## src/rtl/sr_tap_pkg.sv

```systemverilog
// sr_tap_pkg: shared constants and types for the tapped shift-register sequencer
package sr_tap_pkg;

    localparam int SR_WIDTH   = 8;
    localparam int SR_DEPTH   = 64;
    localparam int SR_TAP1    = 15;
    localparam int SR_TAP2    = 31;
    localparam int SR_TAP3    = 47;
    localparam int SR_NUM_REQ = 2;

    typedef enum logic {IDLE, FLUSH} sr_seq_state_t;

    typedef logic [SR_WIDTH-1:0] sr_sample_t;

endpackage

```

## src/rtl/sr_tap_sequencer_rr_arbiter.sv

```systemverilog
// rr_arbiter: round-robin grant over NUM_REQ requesters, pointer advances past each accepted winner
module rr_arbiter #(
    parameter  int NUM_REQ = 2,
    localparam int PW      = (NUM_REQ > 1) ? $clog2(NUM_REQ) : 1
) (
    input  logic               clk,
    input  logic               rst_n,
    input  logic               en,
    input  logic [NUM_REQ-1:0] req_valid,
    output logic [NUM_REQ-1:0] req_ready,
    output logic               accept,
    output logic [PW-1:0]      grant_idx
);

    logic [PW-1:0]      ptr;
    logic [NUM_REQ-1:0] grant;

    // Scan from the farthest candidate back toward ptr so the nearest valid requester wins
    always_comb begin
        grant     = '0;
        grant_idx = ptr;
        for (int k = NUM_REQ - 1; k >= 0; k--) begin
            if (req_valid[(int'(ptr) + k) % NUM_REQ]) begin
                grant                                = '0;
                grant[(int'(ptr) + k) % NUM_REQ]     = 1'b1;
                grant_idx                            = PW'((int'(ptr) + k) % NUM_REQ);
            end
        end
    end

    assign req_ready = en ? grant : '0;
    assign accept    = |(req_valid & req_ready);

    // Pointer moves one past the winner only when a sample is actually taken
    always_ff @(posedge clk or negedge rst_n) begin
        if (!rst_n)
            ptr <= '0;
        else if (accept)
            ptr <= PW'((int'(grant_idx) + 1) % NUM_REQ);
    end

endmodule

```

## src/rtl/sr_tap_sequencer.sv

```systemverilog
// sr_tap_sequencer: arbitrates producers onto a tapped shift register, tracks stage occupancy, flushes on request
// Optional: define SRSEQ_OUT_BACKPRESSURE_EN to add out_ready and stall shifts that would overrun the output
module sr_tap_sequencer
    import sr_tap_pkg::*;
#(
    parameter int WIDTH   = SR_WIDTH,
    parameter int DEPTH   = SR_DEPTH,
    parameter int TAP1    = SR_TAP1,
    parameter int TAP2    = SR_TAP2,
    parameter int TAP3    = SR_TAP3,
    parameter int NUM_REQ = SR_NUM_REQ
) (
    input  logic                     clk,
    input  logic                     rst_n,
`ifdef SRSEQ_OUT_BACKPRESSURE_EN
    input  logic                     out_ready,
`endif
    input  logic [NUM_REQ-1:0]       req_valid,
    input  logic [NUM_REQ*WIDTH-1:0] req_data,
    output logic [NUM_REQ-1:0]       req_ready,
    input  logic                     flush_req,
    output logic                     flush_busy,
    output logic                     shift,
    output logic [WIDTH-1:0]         sr_in,
    input  logic [WIDTH-1:0]         sr_out,
    output logic [3:0]               tap_valid,
    output logic [6:0]               fill_count,
    output logic                     out_valid,
    output logic [WIDTH-1:0]         out_data
);

    localparam int CW = $clog2(DEPTH) + 1;
    localparam int PW = (NUM_REQ > 1) ? $clog2(NUM_REQ) : 1;

    sr_seq_state_t    state, state_nxt;
    logic [CW-1:0]    cnt, cnt_nxt;
    logic [DEPTH-1:0] vld;
    logic             in_vld;
    logic             en, accept, stall, eject, shift_nxt;
    logic [WIDTH-1:0] sr_in_nxt;
    logic [PW-1:0]    gidx;

    assign eject      = shift & vld[DEPTH-1];
    assign flush_busy = (state == FLUSH);
    assign tap_valid  = {vld[DEPTH-1], vld[TAP3], vld[TAP2], vld[TAP1]};

`ifdef SRSEQ_OUT_BACKPRESSURE_EN
    // Hold off any shift that would eject while the output slot is occupied or about to be
    assign stall = (shift ? vld[DEPTH-2] : vld[DEPTH-1]) & ((out_valid & ~out_ready) | eject);
`else
    assign stall = 1'b0;
`endif

    assign en = (state == IDLE) & ~flush_req & ~stall;

    rr_arbiter #(.NUM_REQ(NUM_REQ)) u_arb (
        .clk       (clk),
        .rst_n     (rst_n),
        .en        (en),
        .req_valid (req_valid),
        .req_ready (req_ready),
        .accept    (accept),
        .grant_idx (gidx)
    );

    // Next state, flush countdown and the shift command for the following cycle
    always_comb begin
        state_nxt = state;
        cnt_nxt   = cnt;
        shift_nxt = accept;
        sr_in_nxt = accept ? req_data[int'(gidx)*WIDTH +: WIDTH] : '0;
        if (state == IDLE && flush_req) begin
            state_nxt = FLUSH;
            cnt_nxt   = CW'(DEPTH);
        end else if (state == FLUSH && !stall) begin
            shift_nxt = 1'b1;
            cnt_nxt   = cnt - 1'b1;
            state_nxt = (cnt == CW'(1)) ? IDLE : FLUSH;
        end
    end

    // Control state and the registered shift port
    always_ff @(posedge clk or negedge rst_n) begin
        if (!rst_n) begin
            state  <= IDLE;
            cnt    <= '0;
            shift  <= 1'b0;
            sr_in  <= '0;
            in_vld <= 1'b0;
        end else begin
            state  <= state_nxt;
            cnt    <= cnt_nxt;
            shift  <= shift_nxt;
            sr_in  <= sr_in_nxt;
            in_vld <= accept;
        end
    end

    // Occupancy mirror moves in lockstep with the register; count tracks entries in minus entries out
    always_ff @(posedge clk or negedge rst_n) begin
        if (!rst_n) begin
            vld        <= '0;
            fill_count <= '0;
        end else if (shift) begin
            vld        <= {vld[DEPTH-2:0], in_vld};
            fill_count <= fill_count + 7'(in_vld) - 7'(vld[DEPTH-1]);
        end
    end

    // Capture the oldest stage as it leaves the register
    always_ff @(posedge clk or negedge rst_n) begin
        if (!rst_n) begin
            out_valid <= 1'b0;
            out_data  <= '0;
        end else if (eject) begin
            out_valid <= 1'b1;
            out_data  <= sr_out;
`ifdef SRSEQ_OUT_BACKPRESSURE_EN
        end else if (out_ready) begin
            out_valid <= 1'b0;
`else
        end else begin
            out_valid <= 1'b0;
`endif
        end
    end

endmodule

```

## config.mk

```make
export PLATFORM = sky130hd
export DESIGN_NAME = sr_tap_sequencer
export DESIGN_NICKNAME = d
export VERILOG_FILES = /design/src/rtl/sr_tap_pkg.sv /design/src/rtl/sr_tap_sequencer_rr_arbiter.sv /design/src/rtl/sr_tap_sequencer.sv
export SDC_FILE = /design/constraint.sdc
export NUM_CORES = 1
export LEC_CHECK = 0
export BUFFER_PORTS_ARGS = -buffer_cell sky130_fd_sc_hd__buf_2
export CAP_MARGIN = 20
export CELL_PAD_IN_SITES_DETAIL_PLACEMENT = 0
export CELL_PAD_IN_SITES_GLOBAL_PLACEMENT = 1
export CORE_MARGIN = 2
export CORE_UTILIZATION = 50
export CTS_CLUSTER_DIAMETER = 60
export DETAILED_ROUTE_END_ITERATION = 16
export GPL_TIMING_DRIVEN = 0
export PLACE_DENSITY_LB_ADDON = 0.1
export SKIP_CTS_REPAIR_TIMING = 1
export SLEW_MARGIN = 25
export SYNTH_ARGS = -nofsm -noshare
export SYNTH_HDL_FRONTEND = slang
export SYNTH_SLANG_ARGS = --single-unit
```

## constraint.sdc

```tcl
create_clock -name clk -period 3 [get_ports clk]
set_input_delay 0.45 -clock clk [delete_from_list [all_inputs] [get_ports clk]]
set_output_delay 0.45 -clock clk [all_outputs]
set_load 0.02 [all_outputs]
```

Word-level counts from Yosys, hierarchy flattened
Index checks and enable logic that the tools add are counted.
- bits in writable memories: 0
- bits in registers: 99
- word-level logic and storage cells: 55
- latch bits: 0
- memory bits (read-only): 0
- input port bits: 29
- memories kept: 0
- output and inout bits: 32
- multiply operators: 0
- reduce and logical (&&, ||, !) cells: 5
- shifts and indexed selects: 1
- bitwise operators: 6
- divide/modulo/power cells: 0
- eq/ne operators: 1
- magnitude comparators: 4
- add/sub/neg operators: 5
- multiplexer cells: 23
- operator list (cell ; number):
    $shiftx A16 B5 Y8 ; 1
    $mux W1 ; 15
    $mux W7 ; 2
    $mux W8 ; 1
    $add A7 B1 Y7 ; 1
    $eq A7 B1 Y1 const B ; 1
    $sub A7 B1 Y7 ; 1
    $sub A7 B1 Y7 const B ; 1
    $mux W2 ; 3
    $logic_and A1 B1 Y1 ; 3
    $lt A2 B3 Y1 const B ; 1
    $add A1 B1 Y1 const B ; 2
    $and A1 B1 Y1 ; 2
    $and A2 B2 Y2 ; 1
    $demux W1 S1 ; 2
    $ge A2 B1 Y1 const B ; 1
    $lt A1 B2 Y1 const B ; 1
    $not A1 Y1 ; 2
    $reduce_bool A2 Y1 ; 1
    $reduce_or A2 Y1 ; 1
    $and A1 B1 Y1 const A ; 1
    $ge A1 B1 Y1 const B ; 1

Depth between registers and ports, before layout
Gate-level depths: netlist (run 1).
- word-level depth: 13
- mapped depth: 10
- depth with buffers taken out: 10

By module
A second synthesis (run 1) with hierarchy kept.
- cells, all modules: 301
- area, all modules: 4184.0 sq um
- modules (own cells, without submodules) (module ; cells each ; area an instance (sq um) ; instances):
    sr_tap_sequencer ; 292 ; 4102.7 ; 1
    rr_arbiter ; 9 ; 81.3 ; 1

Worst setup path after synthesis (run 1)
Ideal clock, no wire load.
- path type: register to register
- from: register vld[63]
- to: register fill_count[6]
- data arrival time: 1892 ps
- library setup time: 132 ps
- stages on the path, launching flop included: 10
- slack: 976 ps
- data required time: 2868 ps
- cells stage by stage: dfrtp_1 ha_1 inv_1 ha_1 inv_1 fa_1 nand2b_1 a21oi_1 o221ai_1 xor2_1
- longest elaborated chain between the ends: 1
- RTL lines (what ; RTL line ; RTL):
    from (decl) ; sr_tap_sequencer.sv:37 ; logic [DEPTH-1:0] vld;
    from (signal assigned) ; sr_tap_sequencer.sv:105 ; vld <= {vld[DEPTH-2:0], in_vld};
    $sub A7 B1 Y7 ; sr_tap_sequencer.sv:106 ; fill_count <= fill_count + 7'(in_vld) - 7'(vld[DEPTH-1]);
    to (signal assigned) ; sr_tap_sequencer.sv:106 ;
    to (decl) ; sr_tap_sequencer.sv:27 ; output logic [6:0] fill_count,
Every way passes these cells.
A chain may end at the register's enable or synchronous reset.

Worst setup path in the final report (run 1)
Same ends and word-level chain as after synthesis.

==> reports/metrics.cfg, run 1 <==
[run_status]
status = finished with violations
violations = hold timing

[synthesis]
ys.flop_type = dfrtp_1
synth.most_common_cell = dfrtp_1
syn-cell-area_um2 = 4105
synth-seq-area-share_pct = 60.35
yosysTopAreaCell = dfrtp_1
syn_inst = 294
synth-seq-cells = 99
synth_top_cell_area_share_pct = 60.35
syn_avg_cell_area_um2 = 13.96
yosysUniqueCellTypes = 36
yosys-top-cells-count = dfrtp_1, mux2_2, inv_1
synth_area_leaders = dfrtp_1, mux2_2, ha_1, mux2i_1, inv_1
synthArstFlopShare_pct = 100.0
synth_edf_count = 0
syn_nets = 333
yosys_warnings = 0

[floorplan]
pin_count = 61
row_count = 33
die_width_um = 94.61
die_area_um2 = 8951
die_h_um = 94.61
start_util_pct = 50.73
core_area_um2 = 8093

[setup_path]
worstSetupPathType = flop to flop
cp_max_fo = 4
path_cells = ha_1, inv_1, ha_1, inv_1, fa_1, nand2b_1, a21oi_1, o221ai_1, xor2_1
cp.arrival_ns = 2.43
cpMaxStageDelayCell = dfrtp_1
cpPeakStageDelay_ns = 0.42
critPathLaunchType = flop
crit_required_ns = 3.24
end_kind = flop

[final_layout]
fin_area_um2 = 4762
drive_gt1_share_pct = 45.01
n_fill_cell = 659
area_delta_synth_final_pct = 16.00
num_antenna_cells = 0
final_util_pct = 58.84
nets = 405

[pwr]
power_mw = 3.592
cellPowerDensity_nw_per_um2 = 754.2
switchingPower_mw = 1.195
p_leak_nw = 2.518
p_seq_share_pct = 47.1
p_sw_share_pct = 33.29
pwr-share-comb_pct = 29.9
p_int_mw = 2.396
vdd.ir_drop.worst_mv = 0.4842
p_clk_share_pct = 23.0

[cts]
clock_latency_ns = 0.36
clockBufferDepth = 2
cts_tree = done
cts_made_buffers = 9
htree_levels = 3
cts.root.buffer_cell = clkbuf_8
clkTransAtPathRegs_ns = 0.10
cts_sinks = 99

[sta]
skew_ns = 0.009084
tns_ns = 0
min_period_ns = 2.194
finalSetupViolations = 0
slew_viol_final = 0
rsz0062_at_grt = no
worst_pin_slew_ns = 0.7287
fmax_ghz = 0.4557
slew_headroom_pct = 51.09
fin_crit_sh_pct = 73.15
hold_violations = 9
holdWs_ns = -0.01235

[place]
placed_area_um2 = 4571
port_buffers = 60
place_congestion = 0.7341
hpwl_mm = 4.248

[global_routing]
grt_antenna_before_repair = 0
grt_max_degree = 59
grt_pass1_vias = 2410
grt_pass1_wl_mm = 10.85
gr-usage-all-layers_pct = 15.59
overflow = 0

[routing]
detail_route.vias_per_cell = 5.057
vias = 2407
first_iter_violations = 62
dr.pass1.iters = 4
wl_per_cell_um = 12.97
drt-total-wl_mm = 6.172
drc_errors = 0
ant_nets = 0

[min_path]
hold_path_class = primary input to asynchronous set/reset pin

[flow_run]
cap_violations = 0

[worst max-delay path, delay by kind of cell (launching register included)]
kind | cells | cell delay (ns)
compound gates | 2 | 0.36
xor+xnor | 1 | 0.16
fa+ha+maj | 3 | 0.82
buf+inv | 2 | 0.11
flops | 1 | 0.42
simple gates | 1 | 0.20
[power groups by stage]
stage                     registers (mW)  clock network (mW)  logic (mW)
after floorplan                     1.76                   0       0.775
after global placement              1.71                   0        1.06
after detailed placement            1.72                   0        1.08
after CTS                           1.69               0.854        1.09
after global routing                1.73               0.906        1.24
final                               1.69               0.826        1.07
[registers in the layout, summed over array words and instances (netlist names)]
name	count
cnt	7
fill_count	7
flush_busy	1
in_vld	1
out_data	8
out_valid	1
shift	1
sr_in	8
u_arb.ptr	1
vld	64
[layout by cell type, fill, tap and decap left out, types with 2 or more instances in the layout]
cell type,count
a22o_1,2
nand4_1,2
nand2_1,8
nor2_1,13
inv_6,4
ha_1,9
clkbuf_8,10
nand3_1,3
nor3_1,3
a21oi_1,9
o31ai_1,2
xor2_1,5
mux2i_1,9
mux2_2,75
nand2b_1,4
inv_1,16
o21ai_0,5
dfrtp_1,99
buf_4,4
buf_2,67
[path summary, 6_finish.rpt]
| check | start | end | slack, ns | cells after the start |
|---|---|---|---|---|
| min reg2reg | fill_count[6]$_DFFE_PN0P_ | fill_count[6]$_DFFE_PN0P_ | 0.47 | 1 |
| max in group asynchronous | rst_n | vld[25]$_DFFE_PN0P_ | 2.42 | 2 |
| min in group clk | sr_out[3] | out_data[3]$_DFFE_PN0P_ | 0.31 | 2 |
| max | vld[63]$_DFFE_PN0P_ | fill_count[6]$_DFFE_PN0P_ | 0.81 | 9 |
| min | rst_n | fill_count[6]$_DFFE_PN0P_ | -0.01 | 1 |
| max reg2reg | vld[63]$_DFFE_PN0P_ | fill_count[6]$_DFFE_PN0P_ | 0.81 | 9 |
[metrics by stage]
stage / worst slack, ns / instances
after floorplan: 0.9758 / 294
after global placement: 0.4884 / 459
after detailed placement: 0.8116 / 460
after CTS: 0.8015 / 476
after global routing: 0.6234 / 476
final: 0.8056 / 476
[layout make-up]
type                       instances  area [um^2]  area share [%]
multi-input combinational        165         1490           31.29
sequential                        99         2477           52.02
inverter                          17        63.81           1.340
clock buffer                      10        137.6           2.890
tap                              105        131.4           2.759
timing repair buffer              61        334.1           7.015
buffer                            13        73.82           1.550
clock inverter                     6        53.80           1.130
[per-layer routing]
layer  global-route usage [%]  wire length, um
met1                    20.85             2945
met2                    24.47             2858
met3                    3.033              260
met4                    7.609              108
met5                        0                0
[cells by family after synthesis]
logic type / count (synthesis) / share of synthesized area, %
adder cells (fa/ha/maj): 10 / 3.231
AND/OR/NAND/NOR: 38 / 4.694
flip-flops: 99 / 60.35
multiplexers: 84 / 22.77
XOR/XNOR: 5 / 1.067
buffers and inverters: 30 / 3.353
AO/OA/AOI/OAI: 28 / 4.541
Power figures use the tool's default switching activity.
==> inputs of run 2 (changes only) <==
--- a/config.mk
+++ b/config.mk
@@ -5,12 +5,13 @@
 export SDC_FILE = /design/constraint.sdc
 export NUM_CORES = 1
 export LEC_CHECK = 0
+export ABC_AREA = 1
 export BUFFER_PORTS_ARGS = -buffer_cell sky130_fd_sc_hd__buf_2
 export CAP_MARGIN = 20
 export CELL_PAD_IN_SITES_DETAIL_PLACEMENT = 0
 export CELL_PAD_IN_SITES_GLOBAL_PLACEMENT = 1
 export CORE_MARGIN = 2
-export CORE_UTILIZATION = 50
+export CORE_UTILIZATION = 39
 export CTS_CLUSTER_DIAMETER = 60
 export DETAILED_ROUTE_END_ITERATION = 16
 export GPL_TIMING_DRIVEN = 0
==> constraint.sdc (replaced) <==
create_clock -name clk -period 1.8 [get_ports clk]
set_input_delay 0.27 -clock clk [delete_from_list [all_inputs] [get_ports clk]]
set_output_delay 0.27 -clock clk [all_outputs]
set_load 0.02 [all_outputs]
==> run 2 against run 1 <==
The run ends with setup timing left. Clock skew increased by 0.0019 ns. Clock power grew 72%. Clock-buffer cell count up 2. Sequential power up 31%. Final area increased by 4.4%. Worst hold slack improved by 0.11 ns. Critical path type unchanged. Largest power group unchanged.
==> reports/metrics.cfg, run 2 <==
[sta]
holdWs_ns = 0.09885
slew_viol_final = 0
rsz0062_at_grt = yes
fin_crit_sh_pct = 104.1
min_period_ns = 1.873
slew_headroom_pct = 64.90
finalSetupViolations = 2
hold_violations = 0
worst_pin_slew_ns = 0.5265
fmax_ghz = 0.5339
worst_slack_ns = -0.07294
skew_ns = 0.01103

[min_path]
hold_start = sr_out[1]
hold_path_class = primary input to flop
whs_path_depth = 3

[routing]
ant_nets = 0
wl_per_cell_um = 12.29
drc_errors = 0
first_iter_violations = 192
detail_route.vias_per_cell = 4.643
dr.pass1.iters = 4
vias = 3143
drt-total-wl_mm = 8.319

[place]
port_buffers = 60
placed_area_um2 = 4674
place_congestion = 0.7461
placedCellCount = 654
hpwl_mm = 5.638
dp_slack_ns = -0.2293

[setup_path]
crit_required_ns = 2.06
r2r-start = in_vld$_DFF_PN0_
rr_worst_depth = 13
cp_max_fo = 3
cp.arrival_ns = 2.13
end_kind = flop
startpoint = in_vld$_DFF_PN0_
worstSetupPathType = flop to flop
critPathLaunchType = flop

[global_routing]
grt_max_degree = 59
grt_pass1_wl_mm = 14.50
gr-usage-all-layers_pct = 16.02
overflow = 0
grt_pass1_vias = 3130
grt_antenna_before_repair = 0

[synthesis]
yosysUniqueCellTypes = 30
yosys_warnings = 0
synth_area_leaders = dfrtp_1, nand2_1, o21ai_0, inv_1, ha_1
synth.most_common_cell = nand2_1
syn-cell-area_um2 = 4163
synth_edf_count = 0
synth_top_cell_area_share_pct = 59.51
yosysTopAreaCell = dfrtp_1
ys.flop_type = dfrtp_1
syn_inst = 457
syn_nets = 496
synthArstFlopShare_pct = 100.0
syn_avg_cell_area_um2 = 9.109
synth-seq-area-share_pct = 59.51
yosys-top-cells-count = nand2_1, dfrtp_1, o21ai_0
synth-seq-cells = 99

[cts]
clockBufferDepth = 2
cts_made_buffers = 9
cts_tree = done
clkTransAtPathRegs_ns = 0.09
cts.root.buffer_cell = clkbuf_8
clock_latency_ns = 0.37
cts_sinks = 99
htree_levels = 3

[floorplan]
die_area_um2 = 11520
row_count = 37
die_width_um = 107.3
core_area_um2 = 10320
die_h_um = 107.3
pin_count = 61
start_util_pct = 40.32

[final_layout]
fin_area_um2 = 4972
drive_gt1_share_pct = 21.44
nets = 575
top_register = vld
final_cells = 677
n_fill_cell = 1019
layout_commonest_cell = nand2_1
area_delta_synth_final_pct = 19.45
multi_input_area_um2 = 1393
final_cell_mix = nand2_1, dfrtp_1, buf_2, o21ai_0, inv_1
area.sequential_um2 = 2477
largest_reg_flops = 64
num_antenna_cells = 0
top_regs = vld: 64 flops, out_data: 8 flops, sr_in: 8 flops

[flow_run]
cap_violations = 0

[pwr]
cellPowerDensity_nw_per_um2 = 754.4
vdd.ir_drop.worst_mv = 0.3142
p_leak_nw = 2.427

[run_status]
status = finished with violations
violations = setup timing

[run 2: cell types whose count changed in the layout (fill, tap and decap cells not counted), moves of 6 or more]
cell	delta
nand2_1	+128
mux2_2	-75
mux2i_1	-7
inv_1	+35
buf_4	+6
o21ai_1	+6
o211ai_1	+8
o21ai_0	+58
clkbuf_1	+11
[run 2: layer usage]
metal | global-route usage (%) | vias up | wire, um
met1 | 21.84 | 1494 | 4108
met2 | 24.91 | 42 | 3809
met5 | 0 | - | 0
met3 | 3.571 | 12 | 263
li1 | - | 1595 | -
met4 | 6.401 | 0 | 138
[run 2: final timing paths]
check / endpoint / slack [ns]
worst max-delay path: fill_count[4]$_DFFE_PN0P_ / -0.07
worst min-delay path: out_data[1]$_DFFE_PN0P_ / 0.1
min in group asynchronous: vld[32]$_DFFE_PN0P_ / 0.38
worst max register to register: fill_count[4]$_DFFE_PN0P_ / -0.07
max in group asynchronous: in_vld$_DFF_PN0_ / 0.79
worst min register to register: vld[55]$_DFFE_PN0P_ / 0.48
[run 2: per-stage QoR]
stage | utilization, % | setup TNS (ns) | total power [mW]
after detailed placement | 45.28 | -0.3954 | 2.382
after CTS | 47.17 | -0.4548 | 3.813
final | 48.16 | -0.1040 | 3.751
after global routing | 48.16 | -0.3568 | 3.925
after floorplan | - | -0.03213 | 2.292
after global placement | 44.95 | -60.24 | 2.372
[run 2: layout make-up]
class	instances	share of cell area [%]
buffer	22	2.365
clock buffer	12	2.919
clock inverter	4	1.007
inverter	60	4.630
multi-input combinational	276	28.01
sequential	99	49.82
tap	136	3.422
timing repair buffer	68	7.826
[run 2: worst max-delay path, cell delays in order (launching register included)]
cell     delay, ns
dfrtp_1       0.39
inv_2         0.08
ha_4          0.21
inv_4         0.05
ha_4          0.12
inv_2         0.04
fa_2          0.36
inv_2         0.09
nand2_2       0.06
nand2_2       0.08
and2_4        0.15
nand2_2       0.04
nand2_1       0.05
o21ai_1       0.05
[run 2: cells by family (layout without fill, tap and decap cells)]
kind of cell | count (synthesis) | count (layout) | synth area share (%)
XOR/XNOR | 1 | 1 | 0.2104
flip-flops | 99 | 99 | 59.51
AND/OR/NAND/NOR | 166 | 166 | 15.60
multiplexers | 2 | 2 | 0.4809
buffers and inverters | 82 | 166 | 8.296
adder cells (fa/ha/maj) | 10 | 10 | 3.186
AO/OA/AOI/OAI | 97 | 97 | 12.71
[run 2: where the power goes]
part           internal, mW  total [mW]  switching (mW)
Sequential             2.22        2.22               0
Combinational        0.0431       0.114          0.0706
Clock                 0.679        1.42           0.736
Total                  2.94        3.75           0.807
